File: src/rtl/gate_sequencer.sv
// Frequency-counter gate sequencer: clears the counter, opens a decade-scaled gate, settles, then hands off to the display.
// Define GATE_SEQUENCER_AUTORANGE_EN to let overflow / leading-zero feedback pick the range instead of range_in.
module gate_sequencer #(
    parameter int GATE_BASE     = 1000,
    parameter int CLEAR_CYCLES  = 2,
    parameter int SETTLE_CYCLES = 4
) (
    input  logic       clk_in,
    input  logic       reset_in,
    input  logic       start_in,
    input  logic [1:0] range_in,
    input  logic       cnt_overflow_in,
    input  logic       cnt_msd_zero_in,
    input  logic       streamer_ready_in,
    output logic       cnt_enable_out,
    output logic       cnt_reset_out,
    output logic       refresh_stb_out,
    output logic [1:0] range_out,
    output logic [2:0] dec_point_out,
    output logic       overflow_out,
    output logic       busy_out
);
    typedef enum logic [2:0] {
        IDLE, CLEAR, GATE, SETTLE, REFRESH, WAIT_ACK, WAIT_DONE
    } state_t;

    localparam logic [31:0] CLEAR_LOAD  = 32'(CLEAR_CYCLES - 1);
    localparam logic [31:0] SETTLE_LOAD = 32'(SETTLE_CYCLES - 1);
    localparam logic [31:0] GATE_LOAD_0 = 32'(GATE_BASE - 1);
    localparam logic [31:0] GATE_LOAD_1 = 32'(GATE_BASE * 10 - 1);
    localparam logic [31:0] GATE_LOAD_2 = 32'(GATE_BASE * 100 - 1);
    localparam logic [31:0] GATE_LOAD_3 = 32'(GATE_BASE * 1000 - 1);

    state_t      state_reg, state_next;
    logic [31:0] cnt_reg, cnt_next;
    logic [31:0] gate_load;
    logic        ovf_acc_reg, ovf_acc_next;
    logic        overflow_reg, overflow_next;
    logic [1:0]  meas_range_reg, meas_range_next;
    logic [1:0]  range_src;
    logic        load_range;
    logic        refresh_stb_next;
    logic        cnt_enable_reg, cnt_reset_reg, refresh_stb_reg, busy_reg;
    logic        ovf_final;
    logic        settle_done;

    assign ovf_final   = ovf_acc_reg | cnt_overflow_in;
    assign settle_done = (state_reg == SETTLE) && (cnt_reg == 32'd0);

`ifdef GATE_SEQUENCER_AUTORANGE_EN
    // Range chosen for the next measurement; range_out keeps the completed one until CLEAR.
    logic [1:0] auto_range_reg, auto_range_next;
    logic       unused_range_in;

    assign unused_range_in = ^range_in;
    assign range_src       = auto_range_reg;

    always_comb begin
        auto_range_next = auto_range_reg;
        if (settle_done) begin
            if (ovf_final && (meas_range_reg != 2'd0))
                auto_range_next = meas_range_reg - 2'd1;
            else if (cnt_msd_zero_in && (meas_range_reg != 2'd3))
                auto_range_next = meas_range_reg + 2'd1;
            else
                auto_range_next = meas_range_reg;
        end
    end

    always_ff @(posedge clk_in or posedge reset_in) begin
        if (reset_in)
            auto_range_reg <= 2'd0;
        else
            auto_range_reg <= auto_range_next;
    end
`else
    logic unused_msd_zero;

    assign unused_msd_zero = cnt_msd_zero_in;
    assign range_src       = range_in;
`endif

    always_comb begin
        case (meas_range_reg)
            2'd0:    gate_load = GATE_LOAD_0;
            2'd1:    gate_load = GATE_LOAD_1;
            2'd2:    gate_load = GATE_LOAD_2;
            default: gate_load = GATE_LOAD_3;
        endcase
    end

    always_comb begin
        state_next       = state_reg;
        cnt_next         = cnt_reg;
        ovf_acc_next     = ovf_acc_reg;
        overflow_next    = overflow_reg;
        meas_range_next  = meas_range_reg;
        refresh_stb_next = 1'b0;
        load_range       = 1'b0;

        case (state_reg)
            IDLE: begin
                if (start_in) begin
                    state_next = CLEAR;
                    cnt_next   = CLEAR_LOAD;
                    load_range = 1'b1;
                end
            end
            CLEAR: begin
                ovf_acc_next = 1'b0;
                if (cnt_reg == 32'd0) begin
                    state_next = GATE;
                    cnt_next   = gate_load;
                end else begin
                    cnt_next = cnt_reg - 32'd1;
                end
            end
            GATE: begin
                ovf_acc_next = ovf_final;
                if (cnt_reg == 32'd0) begin
                    state_next = SETTLE;
                    cnt_next   = SETTLE_LOAD;
                end else begin
                    cnt_next = cnt_reg - 32'd1;
                end
            end
            SETTLE: begin
                ovf_acc_next = ovf_final;
                if (settle_done) begin
                    state_next    = REFRESH;
                    overflow_next = ovf_final;
                end else begin
                    cnt_next = cnt_reg - 32'd1;
                end
            end
            REFRESH: begin
                if (streamer_ready_in) begin
                    state_next       = WAIT_ACK;
                    refresh_stb_next = 1'b1;
                end
            end
            WAIT_ACK: begin
                if (!streamer_ready_in)
                    state_next = WAIT_DONE;
            end
            WAIT_DONE: begin
                if (streamer_ready_in) begin
                    if (start_in) begin
                        state_next = CLEAR;
                        cnt_next   = CLEAR_LOAD;
                        load_range = 1'b1;
                    end else begin
                        state_next = IDLE;
                    end
                end
            end
            default: state_next = IDLE;
        endcase

        if (load_range)
            meas_range_next = range_src;
    end

    always_ff @(posedge clk_in or posedge reset_in) begin
        if (reset_in)
            state_reg <= IDLE;
        else
            state_reg <= state_next;
    end

    // Output flops are loaded from the next state so they line up with state_reg.
    always_ff @(posedge clk_in or posedge reset_in) begin
        if (reset_in) begin
            cnt_reg         <= 32'd0;
            ovf_acc_reg     <= 1'b0;
            overflow_reg    <= 1'b0;
            meas_range_reg  <= 2'd0;
            cnt_enable_reg  <= 1'b0;
            cnt_reset_reg   <= 1'b0;
            refresh_stb_reg <= 1'b0;
            busy_reg        <= 1'b0;
        end else begin
            cnt_reg         <= cnt_next;
            ovf_acc_reg     <= ovf_acc_next;
            overflow_reg    <= overflow_next;
            meas_range_reg  <= meas_range_next;
            cnt_enable_reg  <= (state_next == GATE);
            cnt_reset_reg   <= (state_next == CLEAR);
            refresh_stb_reg <= refresh_stb_next;
            busy_reg        <= (state_next != IDLE);
        end
    end

    assign cnt_enable_out  = cnt_enable_reg;
    assign cnt_reset_out   = cnt_reset_reg;
    assign refresh_stb_out = refresh_stb_reg;
    assign range_out       = meas_range_reg;
    assign dec_point_out   = {1'b0, meas_range_reg};
    assign overflow_out    = overflow_reg;
    assign busy_out        = busy_reg;
endmodule

File: config.mk
export PLATFORM = sky130hd
export DESIGN_NAME = gate_sequencer
export DESIGN_NICKNAME = d
export VERILOG_FILES = /design/src/rtl/gate_sequencer.sv
export SDC_FILE = /design/constraint.sdc
export NUM_CORES = 1
export LEC_CHECK = 0
export CAP_MARGIN = 5
export CELL_PAD_IN_SITES_DETAIL_PLACEMENT = 0
export CELL_PAD_IN_SITES_GLOBAL_PLACEMENT = 1
export CORE_MARGIN = 3
export CORE_UTILIZATION = 45
export CTS_BUF_LIST = sky130_fd_sc_hd__clkbuf_4 sky130_fd_sc_hd__clkbuf_8
export CTS_CLUSTER_SIZE = 25
export DETAILED_ROUTE_END_ITERATION = 8
export GPL_ROUTABILITY_DRIVEN = 1
export PLACE_DENSITY_LB_ADDON = 0.1
export SLEW_MARGIN = 20
export SYNTH_ARGS = -nofsm -noshare
export SYNTH_HDL_FRONTEND = slang
export SYNTH_SLANG_ARGS = --single-unit
export TNS_END_PERCENT = 50
File: constraint.sdc
create_clock -name clk_in -period 6.6 [get_ports clk_in]
set_input_delay 0.99 -clock clk_in [delete_from_list [all_inputs] [get_ports clk_in]]
set_output_delay 0.99 -clock clk_in [all_outputs]
set_load 0.02 [all_outputs]
== Word level (Yosys, flattened, before mapping) ==
Cells that the tools add are included.

* Register bits after elaboration: 43
* Input bits: 8

* $add $sub $neg: 1
* Muxes and demuxes: 22
* Bitwise operators: 1
* Equality and inequality tests: 12
* Reduce and logical (&&, ||, !) cells: 10

{| class="wikitable"
|+ Operators by type and width
! operator !! number
|-
| 2-to-1 mux 32 bit || 5
|-
| one-hot mux 32 bit (5 select lines) || 1
|-
| one-hot mux 20 bit (3 select lines) || 1
|-
| logical NOT 32 bit || 1
|-
| subtractor 32 x 1 -> 32 bit, second input constant || 1
|-
| 2-to-1 mux 3 bit || 7
|-
| one-hot mux 3 bit (7 select lines) || 1
|-
| == test 3 x 2 -> 1 bit, second input constant || 3
|-
| == test 3 bit, second input constant || 3
|-
| == test 3 x 1 -> 1 bit, second input constant || 2
|-
| 2-to-1 mux 1 bit || 5
|-
| nonzero test 5 bit || 1
|-
| inequality test 2 bit, second input constant || 2
|-
| one-hot mux 1 bit (2 select lines) || 2
|-
| logical NOT 3 bit || 1
|-
| AND reduction 3 bit || 1
|-
| nonzero test 3 bit || 1
|-
| == test 2 x 1 -> 1 bit, second input constant || 1
|-
| == test 2 bit, second input constant || 1
|-
| logical NOT 2 bit || 1
|-
| AND reduction 2 bit || 1
|-
| nonzero test 2 bit || 1
|-
| OR reduction 2 bit || 1
|-
| logical AND 1 bit || 1
|-
| OR 1 bit || 1
|}

== Longest topological paths before layout ==
Gate-level depths: netlist of run 1.

* Depth in word-level cells: 5
* Gate-level depth with buffers: 9
* Mapped depth without buffers: 8

== Worst setup path before layout of run 1 ==
Ideal clock, no wire load.

* Path kind: register to register
* Start point: register cnt_reg[12]
* End point: register cnt_reg[7]
* Setup slack: 4.119 ns
* Data required time: 6.468 ns
* Cell stages (with the launch flop): 9
* Data arrival time: 2.349 ns
* Buffers on the path: 2
* Library setup time: 0.132 ns
* Cells stage by stage: dfrtp_1 or4_4 or3_1 buf_6 nor4_4 buf_2 nor3_1 a211oi_1 o31ai_1

* Cells in the longest elaborated chain, start to end: 4

{| class="wikitable"
|+ Ends and longest elaborated chain
! element !! line !! RTL
|-
| start: declaration || 35 || <nowiki>logic [31:0] cnt_reg, cnt_next;</nowiki>
|-
| start signal: assignment || 183 || <nowiki>cnt_reg <= cnt_next;</nowiki>
|-
| logical NOT 32 bit * || 48, 111, 120 ||
|-
| logical AND 1 bit || 48 || <nowiki>assign settle_done = (state_reg == SETTLE) && (cnt_reg == 32'd0);</nowiki>
|-
| inequality test 2 bit (no line) || n/a ||
|-
| AND reduction 3 bit (no line) || n/a ||
|}

Mark *: on every way between the ends. The rest lies on a longest branch, timed or not.
A chain may end at the register's enable or synchronous reset.

== Final worst setup path of run 1 ==
* Start point: register cnt_reg[12]
* End point: register cnt_reg[19]

* Cells in the longest elaborated chain, start to end: 4

{| class="wikitable"
|+ Ends and longest elaborated chain
! element
|-
| parallel branches: the longest is 4 deep, another holds subtractor 32 x 1 -> 32 bit
|}

Parallel ways; which one is timed is not known. The select of a mux whose other input is x is not followed.

==> results of run 1 <==
-- tightest hold or removal path: stages, from the launching register on --
cell,delay (ns)
dfrtp_1,0.35
nand2_1,0.04
o21ai_0,0.06
-- metal layers --
metal,track usage,wire length [µm],up-vias
met3,0.0385,399,10
met2,0.315,3070,76
met4,0.0614,117,0
met5,0,0,-
met1,0.295,3300,1157
li1,-,-,1203
-- final timing paths --
check,from,end,slack [ns],depth (start not counted)
min reg2reg,overflow_out$_DFFE_PP0P_,overflow_out$_DFFE_PP0P_,0.49,2
max reg2reg,cnt_reg[12]$_DFFE_PP0P_,cnt_reg[19]$_DFFE_PP0P_,3.08,6
max,cnt_reg[12]$_DFFE_PP0P_,cnt_reg[19]$_DFFE_PP0P_,3.08,6
min,overflow_out$_DFFE_PP0P_,overflow_out$_DFFE_PP0P_,0.49,2
min in group asynchronous,reset_in,cnt_reg[30]$_DFFE_PP0P_,1.13,3
max in group asynchronous,reset_in,cnt_reg[2]$_DFFE_PP0P_,5.08,3
-- Yosys cell counts, types with 7 or more instances --
master / n
nor2_1: 32
o31ai_1: 7
nor3_1: 21
inv_1: 12
a21oi_1: 21
ha_1: 7
dfrtp_1: 43
a31oi_1: 9
o21ai_1: 7
nand3_1: 15
nor4_1: 10
clkbuf_1: 11
o21ai_0: 27
nand2_1: 35
-- kinds of logic after synthesis --
family | after synthesis | synth area share
fa+ha+maj | 7 | 0.0324
simple gates | 144 | 0.279
buf+inv | 31 | 0.0574
flops | 43 | 0.398
xor+xnor | 1 | 0.00324
compound gates | 95 | 0.217
mux | 3 | 0.0111
other cells | 1 | 0.00139
-- power groups by stage --
stage | sequential [mW] | combinational, mW | clock [mW]
3_5_place_dp | 0.494 | 0.750 | 0
4_1_cts | 0.488 | 0.754 | 0.169
2_1_floorplan | 0.457 | 0.630 | 0
3_3_place_gp | 0.490 | 0.746 | 0
5_1_grt | 0.510 | 0.842 | 0.181
6_report | 0.490 | 0.756 | 0.167
-- layout make-up --
cell class	count	share of cell area
sequential	43	0.368
clock buffer	6	0.0261
multi-input combinational	251	0.503
timing repair buffer	17	0.0565
inverter	12	0.0154
tap	72	0.0308
-- metrics by stage --
step                      total power [mW]  area [µm²]  utilization  hold slack (ns)
after global placement                1.24        2850        0.505            0.468
after floorplan                       1.09        2700            -            0.463
final                                 1.41        2920        0.518            0.486
after detailed placement              1.24        2850        0.505            0.475
after CTS                             1.41        2920        0.518            0.493
after global routing                  1.53        2920        0.518            0.533
-- layout by cell type (no fill, tap or decap), types with 9 or more instances in the layout --
master / synthesis / final
a21oi_1: 21 / 21
inv_1: 12 / 11
nor4_1: 10 / 10
nand2_1: 35 / 35
nor3_1: 21 / 21
a31oi_1: 9 / 9
nand3_1: 15 / 15
o21ai_0: 27 / 27
clkdlybuf4s50_1: 0 / 15
dfrtp_1: 43 / 43
nor2_1: 32 / 32
==> impl_metrics.py, run 1 <==
metrics = {
    "outcome": {
        "status": "finished clean",
    },
    "detailed_routing": {
        "totalWireLength_um": 6890,
        "vias_per_cell": 6.10,
        "drt-initial-drc-count": 165,
        "wl_per_cell_um": 17.2,
        "ant_nets": 0,
        "drc_errors": 0,
        "dr.pass1.iters": 5,
        "vias": 2446,
    },
    "place": {
        "dp.cells": 395,
        "dp.final_hpwl_um": 4740,
        "portBuffers": 15,
        "place_ws_ns": 3.10,
        "gp_congestion": 0.812,
    },
    "global_route": {
        "globalRouteTotalUtil": 0.205,
        "grt_max_degree": 44,
        "grt_first_pass_wirelength_um": 11700,
        "grt_overflow": 0,
        "antenna_found_initial": 0,
        "grt_pass1_vias": 2287,
    },
    "yosys": {
        "netlist-cell-type-count": 48,
        "synth-edff-count": 0,
        "synth_fp_nets": 340,
        "synth_ff_type": "dfrtp_1",
        "ys_seq_area_frac": 0.398,
        "synth_area_leader_cell": "dfrtp_1",
        "synth.yosys.warnings": 0,
        "synth_top_cells_by_area": "dfrtp_1, o21ai_0, nand2_1",
        "synthArstFlopShare": 1.00,
        "synth_top_area_frac": 0.398,
        "syn_area_per_cell_um2": 8.31,
        "synth_seq_cells": 43,
        "synthesis.area_mm2": 0.00270,
        "synthCells": 325,
    },
    "timing": {
        "finalCritPeriodShare": 0.533,
        "finalHoldViolations": 0,
        "max_slew_margin": 0.377,
        "period_minus_slack_ns": 3.52,
        "setup_viol": 0,
        "tightest_slew_ns": 0.927,
        "fin_tns_setup_ns": 0,
        "slew_violations": 0,
        "finClkSkew_ns": 0.00813,
        "max_freq_mhz": 284,
        "rsz0062_at_grt": "no",
        "fin_ws_ns": 3.08,
    },
    "power_and_ir_drop": {
        "leakage_nw": 1.23,
        "power_frac_seq": 0.347,
        "p_per_area_mw_per_mm2": 483,
        "vdd_drop_max_v": 0.000255,
        "power.net_switching_uw": 717,
        "swShare": 0.508,
        "p_int_uw": 695,
        "comb_power_share": 0.535,
        "p_clk_frac": 0.118,
    },
    "clocking": {
        "clockRootBuffer": "clkbuf_8",
        "clk_pin_slew_ns": 0.08,
        "hold_buffers": 0,
        "clock_latency_ns": 0.30,
        "numCtsBuffers": 5,
        "cts_sinks": 43,
        "cts_setup_buffers": 0,
        "cts_buffer_depth": 2,
        "ctsResizeCount": 0,
        "tritoncts": "yes",
        "htreeDepth": 2,
    },
    "cells_and_area": {
        "nNetsFinal": 345,
        "final_cells": 401,
        "final.fill_count": 569,
        "largest_reg_flops": 32,
        "diodes": 0,
        "drive_gt1_frac": 0.0547,
        "multi_input_area_mm2": 0.00147,
        "syn_to_final_growth_pct": 8.20,
        "seqCellArea_mm2": 0.00108,
    },
    "floorplanning": {
        "io_pins": 18,
        "initial_core_util": 0.479,
        "dieArea_mm2": 0.00697,
        "std_cell_rows": 27,
        "die_x_um": 83.5,
        "core_mm2": 0.00564,
        "chipHeight_um": 83.5,
    },
    "setup_path": {
        "startpoint_type": "register",
        "path_buf_inv": 0,
        "worstSetupPathType": "register to register",
        "slowest_delay_ns": 0.90,
        "cp_max_fo": 26,
        "worstPathArrival_ns": 3.72,
        "crit_slowest_cell": "nor4_4",
        "cp_top_family": "simple AND/OR/NAND/NOR gates",
        "end_kind": "register",
        "crit_chain": "or4_4 > or3_1 > nor4_4 > a21o_2 > o21ai_0 > o311ai_1",
        "critPathRequiredTime_ns": 6.80,
    },
    "run": {
        "cap_viol_max_count": 0,
    },
    "worst_hold_path": {
        "hold_path_class": "register to register",
    },
}
Power figures use the tool's default switching activity.
==> inputs of run 2 (changes only) <==
--- a/config.mk
+++ b/config.mk
@@ -9,7 +9,7 @@
 export CELL_PAD_IN_SITES_DETAIL_PLACEMENT = 0
 export CELL_PAD_IN_SITES_GLOBAL_PLACEMENT = 1
 export CORE_MARGIN = 3
-export CORE_UTILIZATION = 45
+export CORE_UTILIZATION = 42
 export CTS_BUF_LIST = sky130_fd_sc_hd__clkbuf_4 sky130_fd_sc_hd__clkbuf_8
 export CTS_CLUSTER_SIZE = 25
 export DETAILED_ROUTE_END_ITERATION = 8
==> constraint.sdc (replaced) <==
create_clock -name clk_in -period 3.1 [get_ports clk_in]
set_input_delay 0.465 -clock clk_in [delete_from_list [all_inputs] [get_ports clk_in]]
set_output_delay 0.465 -clock clk_in [all_outputs]
set_load 0.02 [all_outputs]
==> run 2 against run 1 <==
Effect of this change:
- first-iteration DRC count decreased by 31%
- sequential cell count unchanged
- clock-buffer cell count unchanged
- setup slack got worse by 2.8 ns
- clock power increased by 120%
- sequential power increased by 100%
- via count increased by 1.7%
- die area increased by 6.6%
- non-clock buffer count increased by 11
- maximum frequency increased by 27%
- wire length increased by 2.8%
- sequential share of layout area decreased by 1.5 points
- largest cell class unchanged
- largest power group unchanged
==> impl_metrics.py, run 2 (synthesized netlist as in run 1, its figures left out) <==
metrics = {
    "outcome": {
        "status": "finished clean",
    },
    "floorplanning": {
        "chipHeight_um": 86.2,
        "dieArea_mm2": 0.00743,
        "initial_core_util": 0.446,
        "io_pins": 18,
        "die_x_um": 86.2,
        "std_cell_rows": 28,
        "core_mm2": 0.00606,
    },
    "detailed_routing": {
        "ant_nets": 0,
        "wl_met3_um": 248,
        "dr.pass1.iters": 5,
        "wirelength_met1_um": 3410,
        "wl_met2_um": 3300,
        "totalWireLength_um": 7080,
        "vias_per_cell": 5.98,
        "drc_errors": 0,
        "vias": 2488,
        "drt-initial-drc-count": 114,
        "highest_layer": "met4",
        "wl_per_cell_um": 17.0,
    },
    "power_and_ir_drop": {
        "p_per_area_mw_per_mm2": 1050,
        "p_int_mw": 1.62,
        "leakage_nw": 1.30,
        "power_frac_seq": 0.315,
        "p_clk_frac": 0.117,
        "power.net_switching_mw": 1.56,
        "vdd_drop_max_v": 0.000586,
        "power.total_mw": 3.19,
        "swShare": 0.491,
        "comb_power_share": 0.567,
    },
    "clocking": {
        "cts_sinks": 43,
        "hold_buffers": 0,
        "ctsResizeCount": 0,
        "clockRootBuffer": "clkbuf_8",
        "cts_setup_buffers": 0,
        "tritoncts": "yes",
        "clk_pin_slew_ns": 0.08,
        "htreeDepth": 2,
        "cts_buffer_depth": 2,
        "numCtsBuffers": 5,
        "clock_latency_ns": 0.30,
    },
    "setup_path": {
        "startpoint_type": "register",
        "worstSetupPathType": "register to register",
        "rr_worst_depth": 8,
        "slowest_delay_ns": 0.71,
        "ff2ff_setup_slack_ns": 0.32,
        "cp_top_family": "simple AND/OR/NAND/NOR gates",
        "critPathRequiredTime_ns": 3.32,
        "worstPathArrival_ns": 3.01,
        "path_common_cell": "buf_12",
        "rr_endpoint": "cnt_reg[30]$_DFFE_PP0P_",
        "end_kind": "register",
        "r2r_start": "cnt_reg[2]$_DFFE_PP0P_",
        "crit_chain": "nor4_2 > nand3_1 > nor4_4 > buf_12 > a21o_2 > buf_12 > a21oi_1 > mux2i_1",
        "crit_slowest_cell": "nor4_2",
        "cp_max_fo": 26,
        "path_buf_inv": 2,
    },
    "global_route": {
        "antenna_found_initial": 0,
        "grt_pass1_vias": 2436,
        "grt_max_degree": 44,
        "grt_overflow": 0,
        "grt_first_pass_wirelength_um": 12100,
        "globalRouteTotalUtil": 0.204,
    },
    "timing": {
        "tightest_slew_ns": 0.953,
        "finalCritPeriodShare": 0.897,
        "finalHoldViolations": 0,
        "setup_viol": 0,
        "slew_violations": 0,
        "finClkSkew_ns": 0.00908,
        "period_minus_slack_ns": 2.78,
        "max_slew_margin": 0.363,
        "fin_ws_ns": 0.318,
        "rsz0062_at_grt": "no",
        "fin_tns_setup_ns": 0,
        "max_freq_mhz": 359,
        "whs_ns": 0.495,
    },
    "cells_and_area": {
        "diodes": 0,
        "nNetsFinal": 356,
        "fin_area_mm2": 0.00305,
        "final.fill_count": 601,
        "drive_gt1_frac": 0.0909,
        "syn_to_final_growth_pct": 12.7,
        "largest_reg_flops": 32,
        "layout_commonest_cell": "dfrtp_1",
        "mostFrequentLayoutCells": "dfrtp_1, nand2_1, nor2_1, o21ai_0",
    },
    "run": {
        "cap_viol_max_count": 0,
    },
    "place": {
        "place_area_mm2": 0.00296,
        "gp_congestion": 0.886,
        "place_ws_ns": 0.373,
        "portBuffers": 15,
        "dp.final_hpwl_um": 4900,
    },
    "worst_hold_path": {
        "hold_path_class": "register to register",
        "hold_depth": 2,
        "hold_end": "overflow_out$_DFFE_PP0P_",
        "worstHoldStart": "overflow_out$_DFFE_PP0P_",
    },
}
==> run 2: worst max path at each step <==
stage | to | from | depth (start not counted) | slack [ns]
6_report | cnt_reg[30]$_DFFE_PP0P_ | cnt_reg[2]$_DFFE_PP0P_ | 8 | 0.32
5_1_grt | cnt_reg[6]$_DFFE_PP0P_ | cnt_reg[2]$_DFFE_PP0P_ | 8 | 0.13
4_1_cts | cnt_reg[8]$_DFFE_PP0P_ | cnt_reg[12]$_DFFE_PP0P_ | 6 | 0.37
3_5_place_dp | cnt_reg[30]$_DFFE_PP0P_ | cnt_reg[12]$_DFFE_PP0P_ | 8 | 0.37
3_3_place_gp | cnt_reg[16]$_DFFE_PP0P_ | cnt_reg[12]$_DFFE_PP0P_ | 6 | 0.37
2_1_floorplan | cnt_reg[7]$_DFFE_PP0P_ | cnt_reg[12]$_DFFE_PP0P_ | 8 | 0.62
==> run 2: power by group through the flow <==
stage / logic, mW / registers (mW) / clock network [mW]
floorplan: 1.34 / 0.973 / 0
global placement: 1.80 / 1.01 / 0
detailed placement: 1.79 / 1.01 / 0
CTS: 1.80 / 1.00 / 0.379
global route: 2.01 / 1.04 / 0.406
finish: 1.81 / 1.00 / 0.374
==> run 2: tightest hold or removal path, cell delays in order (launching register included) <==
cell,delay (ns)
dfrtp_1,0.35
nand2_1,0.04
o21ai_0,0.06
==> run 2: per-layer routing <==
| layer | vias to the layer above | global-route usage |
|---|---|---|
| met1 | 1187 | 0.272 |
| li1 | 1234 | - |
| met5 | - | 0 |
| met4 | 0 | 0.0666 |
| met3 | 13 | 0.0390 |
| met2 | 54 | 0.334 |
==> run 2: final cells by class <==
cell class              instances  area (µm²)  area share
clock buffers                   6        82.6      0.0271
clock inverters                 1        5.00     0.00164
inverters                      12        45.0      0.0148
multi-input cells             251        1470       0.483
flip-flops and latches         43        1080       0.353
well taps                      75        93.8      0.0308
repair buffers                 28         273      0.0896
==> run 2: through the flow <==
stage,cells,utilization
after floorplan,325,-
after global placement,409,0.488
after detailed placement,409,0.488
after CTS,416,0.502
after global routing,416,0.502
final,416,0.502
==> inputs of run 3 (changes only) <==
--- a/config.mk
+++ b/config.mk
@@ -5,7 +5,7 @@
 export SDC_FILE = /design/constraint.sdc
 export NUM_CORES = 1
 export LEC_CHECK = 0
-export CAP_MARGIN = 5
+export CAP_MARGIN = 30
 export CELL_PAD_IN_SITES_DETAIL_PLACEMENT = 0
 export CELL_PAD_IN_SITES_GLOBAL_PLACEMENT = 1
 export CORE_MARGIN = 3
@@ -15,6 +15,7 @@
 export DETAILED_ROUTE_END_ITERATION = 8
 export GPL_ROUTABILITY_DRIVEN = 1
 export PLACE_DENSITY_LB_ADDON = 0.1
+export RECOVER_POWER = 100
 export SLEW_MARGIN = 20
 export SYNTH_ARGS = -nofsm -noshare
 export SYNTH_HDL_FRONTEND = slang
==> run 3 against run 2 <==
Effect of this change:
- the run now ends with max-capacitance violations, max-slew violations left
- sequential power is essentially flat
- setup slack lost 0.016 ns
- cell area shrank 0.12%
- critical endpoint is now cnt_reg[8]$_DFFE_PP0P_
- largest power group unchanged
==> impl_metrics.py, run 3 (synthesized netlist as in run 1, its figures left out) <==
metrics = {
    "setup_path": {
        "worstPathArrival_ns": 2.97,
        "cp_max_fo": 10,
        "cp_top_family": "simple AND/OR/NAND/NOR gates",
        "end_kind": "register",
        "worstSetupPathType": "register to register",
        "crit_slowest_cell": "or4_4",
        "slowest_delay_ns": 0.57,
        "crit_chain": "or4_4 > or3_1 > or3_1 > nand2_1 > or3_1 > o311ai_0",
        "r2r_start": "cnt_reg[12]$_DFFE_PP0P_",
        "ff2ff_setup_slack_ns": 0.30,
        "path_buf_inv": 0,
        "critPathRequiredTime_ns": 3.27,
        "rr_worst_depth": 6,
        "path_common_cell": "or3_1",
        "startpoint_type": "register",
        "rr_endpoint": "cnt_reg[8]$_DFFE_PP0P_",
    },
    "outcome": {
        "status": "finished, violations left",
        "violations": "max-capacitance violations, max-slew violations",
    },
    "floorplanning": {
        "initial_core_util": 0.446,
        "die_x_um": 86.2,
        "chipHeight_um": 86.2,
        "core_mm2": 0.00606,
        "dieArea_mm2": 0.00743,
        "io_pins": 18,
        "std_cell_rows": 28,
    },
    "detailed_routing": {
        "drc_errors": 0,
        "wl_per_cell_um": 17.1,
        "dr.pass1.iters": 4,
        "vias_per_cell": 5.91,
        "totalWireLength_um": 7130,
        "ant_nets": 0,
        "vias": 2465,
        "drt-initial-drc-count": 106,
    },
    "power_and_ir_drop": {
        "p_int_mw": 1.60,
        "swShare": 0.492,
        "p_clk_frac": 0.120,
        "vdd_drop_max_v": 0.000588,
        "p_per_area_mw_per_mm2": 1030,
        "comb_power_share": 0.563,
        "power.total_mw": 3.15,
        "power_frac_seq": 0.317,
        "leakage_nw": 1.31,
        "power.net_switching_mw": 1.55,
    },
    "timing": {
        "setup_viol": 0,
        "max_slew_margin": -0.184,
        "finalHoldViolations": 0,
        "period_minus_slack_ns": 2.80,
        "finClkSkew_ns": 0.00524,
        "finalCritPeriodShare": 0.902,
        "slew_violations": 32,
        "fin_ws_ns": 0.302,
        "fin_tns_setup_ns": 0,
        "rsz0062_at_grt": "no",
        "max_freq_mhz": 357,
        "whs_ns": 0.499,
        "tightest_slew_ns": 1.78,
    },
    "global_route": {
        "grt_pass1_vias": 2411,
        "globalRouteTotalUtil": 0.204,
        "grt_max_degree": 32,
        "antenna_found_initial": 0,
        "grt_overflow": 0,
        "grt_first_pass_wirelength_um": 12100,
    },
    "cells_and_area": {
        "layout_commonest_cell": "dfrtp_1",
        "largest_reg_flops": 32,
        "syn_to_final_growth_pct": 12.6,
        "mostFrequentLayoutCells": "dfrtp_1, nand2_1, o21ai_0, nor2_1",
        "drive_gt1_frac": 0.0819,
        "nNetsFinal": 357,
        "final.fill_count": 606,
        "diodes": 0,
    },
    "clocking": {
        "tritoncts": "yes",
        "hold_buffers": 0,
        "cts_setup_buffers": 0,
        "numCtsBuffers": 5,
        "cts_buffer_depth": 2,
        "clk_pin_slew_ns": 0.08,
        "clockRootBuffer": "clkbuf_8",
        "cts_sinks": 43,
        "htreeDepth": 2,
        "clock_latency_ns": 0.30,
        "ctsResizeCount": 0,
    },
    "worst_hold_path": {
        "worstHoldStart": "overflow_out$_DFFE_PP0P_",
        "hold_path_class": "register to register",
        "hold_end": "overflow_out$_DFFE_PP0P_",
        "hold_depth": 2,
    },
    "place": {
        "place_ws_ns": 0.350,
        "dp.final_hpwl_um": 5020,
        "portBuffers": 15,
        "gp_congestion": 0.886,
    },
    "run": {
        "cap_viol_max_count": 1,
    },
}
-- run 3: cell types whose count changed in the layout (fill, tap and decap cells not counted), moves of 3 or more --
cell / before / now
clkbuf_1: 0 / 3
clkdlybuf4s50_1: 15 / 5
dlygate4sd3_1: 0 / 10
o21ai_0: 27 / 33
o21ai_1: 7 / 1
-- run 3: metal layers --
metal | up-vias | routed length [µm] | GRT usage
met5 | - | 0 | 0
met4 | 0 | 114 | 0.0652
met3 | 10 | 315 | 0.0437
met2 | 52 | 3350 | 0.329
met1 | 1171 | 3350 | 0.274
li1 | 1232 | - | -
-- run 3: layout make-up --
cell class	count	area, µm²	area share
multi-input combinational	251	1470	0.483
sequential	43	1080	0.354
timing repair buffer	29	269	0.0884
tap	75	93.8	0.0309
clock buffer	6	82.6	0.0271
inverter	12	45.0	0.0148
clock inverter	1	5.00	0.00165
-- run 3: worst reg2reg max path, cell delays in order (launching register included) --
cell      delay (ns)
dfrtp_1         0.43
or4_4           0.57
or3_1           0.46
or3_1           0.57
nand2_1         0.32
or3_1           0.19
o311ai_0        0.13
-- run 3: power by group through the flow --
stage	sequential, mW	clock (mW)	combinational (mW)
2_1_floorplan	0.973	0	1.34
3_3_place_gp	1.01	0	1.80
3_5_place_dp	1.01	0	1.81
4_1_cts	0.998	0.379	1.82
5_1_grt	1.03	0.405	1.99
6_report	0.999	0.377	1.77
-- run 3: worst max-delay path by stage --
stage                             from                 endpoint  slack [ns]  cells past startpoint
2_1_floorplan  cnt_reg[12]$_DFFE_PP0P_   cnt_reg[7]$_DFFE_PP0P_        0.62                      8
3_3_place_gp   cnt_reg[12]$_DFFE_PP0P_  cnt_reg[16]$_DFFE_PP0P_        0.37                      6
3_5_place_dp   cnt_reg[12]$_DFFE_PP0P_   cnt_reg[3]$_DFFE_PP0P_        0.35                      6
4_1_cts        cnt_reg[12]$_DFFE_PP0P_   cnt_reg[3]$_DFFE_PP0P_        0.33                      6
5_1_grt                       reset_in  cnt_reg[19]$_DFFE_PP0P_        0.07                      3
6_report       cnt_reg[12]$_DFFE_PP0P_   cnt_reg[8]$_DFFE_PP0P_        0.30                      6
-- run 3: per-stage QoR --
stage / cell area, µm² / instances / util
after floorplan: 2700 / 325 / -
after global placement: 2960 / 409 / 0.488
after detailed placement: 2980 / 410 / 0.491
after CTS: 3070 / 417 / 0.506
after global routing: 3040 / 417 / 0.502
final: 3040 / 417 / 0.502
